<file path="src/rtl/div8_seq.sv">
`default_nettype none
// +----------------------------------------------------------------------+
// | Module   : div8_seq (with helper adder mlcla)                        |
// | Function : 8-bit unsigned restoring divider, one quotient bit/cycle  |
// | Revision : 1.0  initial release                                      |
// +----------------------------------------------------------------------+

module mlcla (
  input  logic [7:0] x,
  input  logic [7:0] y,
  input  logic       c0,
  output logic [7:0] z,
  output logic       c8
);
  logic [7:0] w_g;
  logic [7:0] w_p;
  logic [1:0] w_gg;
  logic [1:0] w_gp;
  logic [1:0] w_cin;

  assign w_g = x & y;
  assign w_p = x ^ y;

  // Two 4-bit lookahead groups; group carries are resolved one level up.
  generate
    for (genvar k = 0; k < 2; k++) begin : g_grp
      logic [3:0] w_lg;
      logic [3:0] w_lp;
      logic [3:0] w_c;
      assign w_lg   = w_g[4*k +: 4];
      assign w_lp   = w_p[4*k +: 4];
      assign w_c[0] = w_cin[k];
      assign w_c[1] = w_lg[0] | (w_lp[0] & w_c[0]);
      assign w_c[2] = w_lg[1] | (w_lp[1] & w_lg[0]) | (w_lp[1] & w_lp[0] & w_c[0]);
      assign w_c[3] = w_lg[2] | (w_lp[2] & w_lg[1]) | (w_lp[2] & w_lp[1] & w_lg[0])
                    | (w_lp[2] & w_lp[1] & w_lp[0] & w_c[0]);
      assign w_gg[k] = w_lg[3] | (w_lp[3] & w_lg[2]) | (w_lp[3] & w_lp[2] & w_lg[1])
                     | (w_lp[3] & w_lp[2] & w_lp[1] & w_lg[0]);
      assign w_gp[k] = &w_lp;
      assign z[4*k +: 4] = w_lp ^ w_c;
    end
  endgenerate

  assign w_cin[0] = c0;
  assign w_cin[1] = w_gg[0] | (w_gp[0] & c0);
  assign c8       = w_gg[1] | (w_gp[1] & w_gg[0]) | (w_gp[1] & w_gp[0] & c0);
endmodule

module div8_seq (
  input  logic       clk,
  input  logic       rst,
  input  logic       start,
  input  logic [7:0] x,
  input  logic [7:0] y,
  output logic [7:0] q,
  output logic [7:0] r,
  output logic       busy,
  output logic       done,
  output logic       dbz
);
  typedef enum logic [0:0] {
    S_IDLE = 1'b0,
    S_RUN  = 1'b1
  } state_t;

  state_t     r_state;
  state_t     w_state_nx;
  logic [2:0] r_cnt;
  logic [7:0] r_dvd;
  logic [7:0] r_div;
  logic [7:0] r_rem;
  logic [7:0] r_q;
  logic [7:0] r_r;
  logic       r_done;
  logic       r_dbz;
  logic       r_zpend;

  logic [8:0] w_s;
  logic [7:0] w_z;
  logic       w_c8;
  logic       w_ok;
  logic [7:0] w_rem_nx;
  logic [7:0] w_dvd_nx;
  logic       w_accept;
  logic       w_last;

  assign w_s = {r_rem, r_dvd[7]};

  mlcla u_sub (
    .x  (w_s[7:0]),
    .y  (~r_div),
    .c0 (1'b1),
    .z  (w_z),
    .c8 (w_c8)
  );

  // s[8] set means the shifted remainder already exceeds any 8-bit divisor.
  assign w_ok     = w_s[8] | w_c8;
  assign w_rem_nx = w_ok ? w_z : w_s[7:0];
  assign w_dvd_nx = {r_dvd[6:0], w_ok};
  assign w_last   = (r_cnt == 3'd7);
  // The divide-by-zero result is still pending for one cycle; new requests wait.
  assign w_accept = (r_state == S_IDLE) && start && !r_zpend;

  always_ff @(posedge clk) begin
    if (rst) r_state <= S_IDLE;
    else     r_state <= w_state_nx;
  end

  always_comb begin
    w_state_nx = r_state;
    case (r_state)
      S_IDLE:  if (w_accept && (y != 8'd0)) w_state_nx = S_RUN;
      S_RUN:   if (w_last) w_state_nx = S_IDLE;
      default: w_state_nx = S_IDLE;
    endcase
  end

  always_ff @(posedge clk) begin
    if (rst) begin
      r_cnt   <= 3'd0;
      r_dvd   <= 8'd0;
      r_div   <= 8'd0;
      r_rem   <= 8'd0;
      r_q     <= 8'd0;
      r_r     <= 8'd0;
      r_done  <= 1'b0;
      r_dbz   <= 1'b0;
      r_zpend <= 1'b0;
    end else begin
      r_done  <= 1'b0;
      r_zpend <= 1'b0;
      if (r_state == S_RUN) begin
        r_dvd <= w_dvd_nx;
        r_rem <= w_rem_nx;
        r_cnt <= r_cnt + 3'd1;
        if (w_last) begin
          r_q    <= w_dvd_nx;
          r_r    <= w_rem_nx;
          r_dbz  <= 1'b0;
          r_done <= 1'b1;
        end
      end else if (r_zpend) begin
        r_q    <= 8'hFF;
        r_r    <= r_dvd;
        r_dbz  <= 1'b1;
        r_done <= 1'b1;
      end else if (w_accept) begin
        r_dvd <= x;
        r_div <= y;
        r_rem <= 8'd0;
        r_cnt <= 3'd0;
        if (y == 8'd0) r_zpend <= 1'b1;
      end
    end
  end

  assign q    = r_q;
  assign r    = r_r;
  assign busy = (r_state == S_RUN);
  assign done = r_done;
  assign dbz  = r_dbz;
endmodule

`default_nettype wire

</file>
<file path="config.mk">
export PLATFORM = sky130hd
export DESIGN_NAME = div8_seq
export DESIGN_NICKNAME = d
export VERILOG_FILES = /design/src/rtl/div8_seq.sv
export SDC_FILE = /design/constraint.sdc
export NUM_CORES = 1
export LEC_CHECK = 0
export CORE_ASPECT_RATIO = 0.75
export CORE_MARGIN = 2
export CORE_UTILIZATION = 45
export CTS_CLUSTER_SIZE = 10
export DETAILED_ROUTE_END_ITERATION = 8
export GPL_ROUTABILITY_DRIVEN = 0
export PLACE_DENSITY = 0.69
export SLEW_MARGIN = 20
export SYNTH_ARGS = -nofsm -noshare
export SYNTH_HDL_FRONTEND = slang
export SYNTH_SLANG_ARGS = --single-unit
</file>
<file path="constraint.sdc">
create_clock -name clk -period 2.4 [get_ports clk]
set_input_delay 0.24 -clock clk [delete_from_list [all_inputs] [get_ports clk]]
set_output_delay 0.24 -clock clk [all_outputs]
set_load 0.01 [all_outputs]
</file>
# == Word level (Yosys, flattened, before mapping) ==
# Index checks and enable logic that the tools add are counted.
# totals
output_inout_bits,19
ramBits,0
in_bits,19
memories,0
rom_bits,0
elab_cells,111
latchBits,0
reg_bits,47
# op_classes
muxes,26
n_div,0
reduce_logical,14
order_cmp,0
eq_ne,3
addsub,1
shift,0
bitwise_logic,57
n_mul,0
# op_table
op,count
two-way mux 8 bit,13
AND 1 bit,27
OR 1 bit,22
two-way mux 1 bit,9
two-way mux 3 bit,3
AND 8 bit,1
zero test 8 bit,1
inverter 8 bit,1
AND reduction 4 bit,2
nonzero test 8 bit,1
bitwise XOR 4 bit,2
bitwise XOR 8 bit,1
AND reduction 2 bit,2
nonzero test 2 bit,2
OR reduction 4 bit,1
"adder 3 x 1 -> 3 bit, second input constant",1
"== test 3 bit, second input constant",1
logical AND 1 bit,3
inverter 1 bit,3
AND reduction 3 bit,1
"inequality test 2 x 1 -> 1 bit, second input constant",1
"inequality test 2 bit, second input constant",1
one-hot mux 1 bit (2 select lines),1
zero test 1 bit,1

# == Longest topological paths before layout ==
# Gate-level depths: netlist (run 1).
# depth
ltp_word,13
mapped_depth,9
depth_no_buf,9

# == By module ==
# Synthesis (run 1) repeated with hierarchy kept, for this count alone.
# unflattened
hier_cells,267
area_unflattened_um2,2511.2
# by_module_without_submodules
module,cells_each,area_per_inst_um2,seq_area_each_um2,instances
div8_seq,235,2214.6,940.9,1
mlcla,32,296.5,0.0,1

# == Worst setup path after synthesis (run 1) ==
# Ideal clock, no wire load.
# synth_timing
path_type,flip-flop to flip-flop
start,register r_div[3]
end,register r_r[4] (netlist: r[4])
period_less_slack_ns,2.343
setup_time_ns,0.074
t_arrival_ns,2.270
setup_slack_ns,0.057
stages_incl_launch_ff,8
required_time_ns,2.326
path_buffers,0
path_cell_list,dfxtp_1 inv_1 ha_1 or3_1 o22ai_1 fa_1 or4_1 o211ai_2
# synth_between
elab_chain_cells,13
word_cells_on_any_way,22
cone_classes,mux: 3; bitwise: 18; reduce/logical: 1
# synth_rtl
element,line,text
from (decl),70,logic [7:0] r_div;
from (signal assigned),150,r_div <= y;
inverter 8 bit (*),91,".y (~r_div),"
bitwise XOR 8 bit,22,assign w_p = x ^ y;
"AND 1 bit, on equally long branches","37, 38",
"OR 1 bit, or another cell as far along",37,assign w_gg[k] = w_lg[3] | (w_lp[3] & w_lg[2]) | (w_lp[3] & w_lp[2] & w_lg[1])
OR 1 bit or AND 1 bit (tied branches),"37, 38",
OR 1 bit,38,| (w_lp[3] & w_lp[2] & w_lp[1] & w_lg[0]);
AND 1 bit,46,assign c8 = w_gg[1] | (w_gp[1] & w_gg[0]) | (w_gp[1] & w_gp[0] & c0);
OR 1 bit (2 in a row),46,
OR 1 bit,98,assign w_ok = w_s[8] | w_c8;
two-way mux 8 bit (*),99,assign w_rem_nx = w_ok ? w_z : w_s[7:0];
two-way mux 8 bit (*),137,if (w_last) begin
two-way mux 8 bit (*),133,if (r_state == S_RUN) begin
to (signal assigned),139,r_r <= w_rem_nx;
to (signal assigned),145,r_r <= r_dvd;
to (decl),73,logic [7:0] r_r;
# Mark *: on every way between the ends. The rest lies on a longest branch, timed or not. The select of a mux whose other input is x is not followed.
# A chain may end at the register's enable or synchronous reset.

# == Worst setup path in the final report (run 1) ==
# layout_timing
start,register r_div[2]
end,register r_r[4] (netlist: r[4])
# layout_between
elab_chain_cells,13
word_cells_on_any_way,22
cone_classes,mux: 3; bitwise: 18; reduce/logical: 1
# layout_rtl
element,line
inverter 8 bit (*),91
AND 8 bit or bitwise XOR 8 bit (tied branches),"21, 22"
"AND 1 bit, on equally long branches","37, 38"
"OR 1 bit, or another cell as far along",37
OR 1 bit or AND 1 bit (tied branches),"37, 38"
OR 1 bit,38
AND 1 bit,46
OR 1 bit (2 in a row),46
OR 1 bit,98
two-way mux 8 bit (*),99
two-way mux 8 bit (*),137
two-way mux 8 bit (*),133
# Marked as above.

==> impl_metrics.ini, run 1 <==
[floorplanning]
start_util_pct = 47.0
die_y_um = 66.1
ios = 38
dieArea_um2 = 5740
rows = 22
design.core.area_um2 = 4930
die_w_um = 86.8

[sta]
max_freq_mhz = 440
tightest_slew_ns = 0.801
min_period_ns = 2.27
fin_crit_sh_pct = 94.7
hold_viol_final = 0
timing.hold.ws_ns = 0.493
final_max_slew_viol_count = 0
fin_tns_setup_ns = 0
fin_skew_ns = 0.00852
grt_setup_unrepaired = no
max-slew-margin-rel_pct = 46.2
finalSetupViolCount = 0

[critical_path]
slowest_delay_ns = 0.49
cp_data_required_time_ns = 2.64
rr_worst_depth = 7
cp_cell_sequence = inv_1 -> ha_1 -> or3_4 -> o22ai_4 -> fa_1 -> or4_1 -> o211ai_2
criticalPathCategory = flip-flop to flip-flop
cp-end-kind = flip-flop
critPathMaxFanout = 3
cpLargestDelayFamily = simple AND/OR/NAND/NOR gates
critPathLaunchType = flip-flop
r2r_slack_ns = 0.13
critPathBufInv = 1
cp_slowest_cell = or4_1
path_depth = 7
critPathArrivalTime_ns = 2.51

[power_and_ir_drop]
netSwitchingPower_mw = 0.586
combPwrFrac_pct = 27.0
switching_share_pct = 29.7
intPower_mw = 1.38
clkPwrFrac_pct = 30.0
ir_drop_mv = 0.335
leakagePower_nw = 1.17
p_seq_share_pct = 43.0
power_density_nw_per_um2 = 659

[logic_synthesis]
synth_most_common_cell = dfxtp_1
synth_flop_cell = dfxtp_1
synth_common_cells = dfxtp_1, nor2_1, a21oi_1, mux2i_1, nand2_1
synthCells = 253
yosysTopAreaCell = dfxtp_1
synth_fp_nets = 284
avgSynthCellArea_um2 = 9.14
synth-edff-count = 0
synthArstFlopShare_pct = 0
yosysWarnings = 0
synthTopCellsByArea = dfxtp_1, mux2i_1, nor2_1, ha_1, a21oi_1
synth_cell_types = 48
ys_seq_area_share_pct = 40.7
ys_seq_elements = 47
synth_area_um2 = 2310
synth_top_cell_area_share_pct = 40.7

[global_routing]
grt_max_degree = 26
grt_pass1_wl_um = 9250
grt_pass1_vias = 1824
grt_overflow = 0
grt_util_all_layers_pct = 21.1
antenna_found_initial = 0

[clock_network]
cts_made_buffers = 5
cts_num_sinks = 47
cts_hold_buf = 0
cts.clk_slew.worst_paths_ns = 0.09
htree_levels = 2
clk-insertion-delay-late_ns = 0.31
clk_path_buf_depth = 2
cts_tree = done
root_buffer = clkbuf_8

[layout]
drive_gt1_share_pct = 13.8
multi_input_area_um2 = 1290
fin_area_um2 = 2990
regArea_um2 = 942
areaGrowthSynthToFinish_pct = 29.2
fillers = 432
fin_nets = 335
diodes = 0

[hold_path]
min_path_type = flip-flop to flip-flop
hold_depth = 2

[drt]
final_antenna_net_count = 0
finalWirelength_um = 5630
dr.pass1.iters = 4
route.detailed.drc = 0
num_vias = 2061
wl_per_cell_um = 15.4
avgViaCountPerCell = 5.65
drt_iter0_markers = 109

[placed_design]
placed_cell_area_um2 = 2860
io_buffers = 37
hpwl_um = 4220

[flow_run]
maxCapViolCount = 0

[run_status]
status = finished, final reports clean
## power by group through the flow
| stage | sequential, mW | clock, mW | combinational, mW |
|---|---|---|---|
| after detailed placement | 0.864 | 0 | 0.512 |
| final | 0.847 | 0.591 | 0.531 |
| after global placement | 0.864 | 0 | 0.507 |
| after global routing | 0.852 | 0.643 | 0.586 |
| after CTS | 0.846 | 0.611 | 0.517 |
| after floorplan | 0.852 | 0 | 0.345 |
## final cells by class
type / count / area share [%]
multi-input cells: 181 / 43.1
flip-flops and latches: 47 / 31.5
repair buffers: 58 / 17.7
well taps: 60 / 2.51
clock buffers: 5 / 2.30
clock inverters: 3 / 1.47
inverters: 11 / 1.38
## through the flow
stage	power (mW)	utilization, %	setup WS, ns	instances
floorplan	1.20	-	0.0568	253
global placement	1.37	57.9	0.0845	357
detailed placement	1.38	57.9	0.0233	357
CTS	1.97	60.2	0.0127	365
global route	2.08	60.6	0.0367	365
finish	1.97	60.6	0.128	365
## repair_timing
item | 4_1_cts | 5_1_grt
setup buffers | 0 | 0
gates resized for setup | 0 | 4
setup endpoints to repair | 0 | 1
## cell families after synthesis
kind of cell               Yosys count  share of synthesized area, %
and+or+nand+nor                     78                          15.9
AOI/OAI and AO/OA                   66                          21.6
DFF                                 47                          40.7
buffers and inverters               25                          4.43
muxes                               20                          8.65
adders and majority gates           12                          6.81
xor gates and xnor gates             5                          1.89
## flip-flops by register name, indices dropped and copies added, names as in the netlist
name and count:
q 8, r 8, r_div 8, r_dvd 8, r_rem 8, r_cnt 3, busy 1, dbz 1
done 1, r_zpend 1
## cells in the final DEF (no fill, tap or decap), types with 3 or more instances in the layout
cell | netlist | layout
nor3b_1 | 5 | 5
nor2_1 | 37 | 37
clkbuf_8 | 0 | 5
a211oi_1 | 3 | 3
o21ai_0 | 7 | 7
ha_1 | 11 | 11
nand2_1 | 14 | 14
inv_1 | 11 | 11
o221a_2 | 7 | 7
a21oi_1 | 20 | 20
clkdlybuf4s50_1 | 0 | 37
xor2_1 | 4 | 4
mux2i_1 | 20 | 20
o32ai_1 | 3 | 3
o21a_1 | 3 | 3
nand3_1 | 4 | 4
nor2b_1 | 6 | 6
buf_4 | 0 | 21
a22oi_1 | 7 | 7
dfxtp_1 | 47 | 46
## layer usage
metal | share of wire (%) | vias to the layer above | track usage (%) | routed length, um
met5 | 0 | - | 0 | 0
met4 | 0.98 | 0 | 6.45 | 55
met3 | 8.1 | 7 | 4.37 | 455
met2 | 40 | 64 | 28.5 | 2270
met1 | 51 | 970 | 32.9 | 2850
li1 | - | 1020 | - | -
## worst min-delay path: cells and delay by family, from the launching register on
kind	cells	cell delay, ns
compound gates	1	0.06
simple gates	1	0.07
flops	1	0.34
## worst paths after layout
kind	from	endpoint
max	r_div[2]	r[4]
min	dbz	dbz
max reg2reg	r_div[2]	r[4]
min reg2reg	dbz	dbz
Note: power is estimated with default switching activity, not from simulation.
==> inputs of run 2 (changes only) <==
- CTS_CLUSTER_DIAMETER: not set -> 60
==> results of run 2 <==
No change in the layout: final DEF, timing and power equal those of run 1.
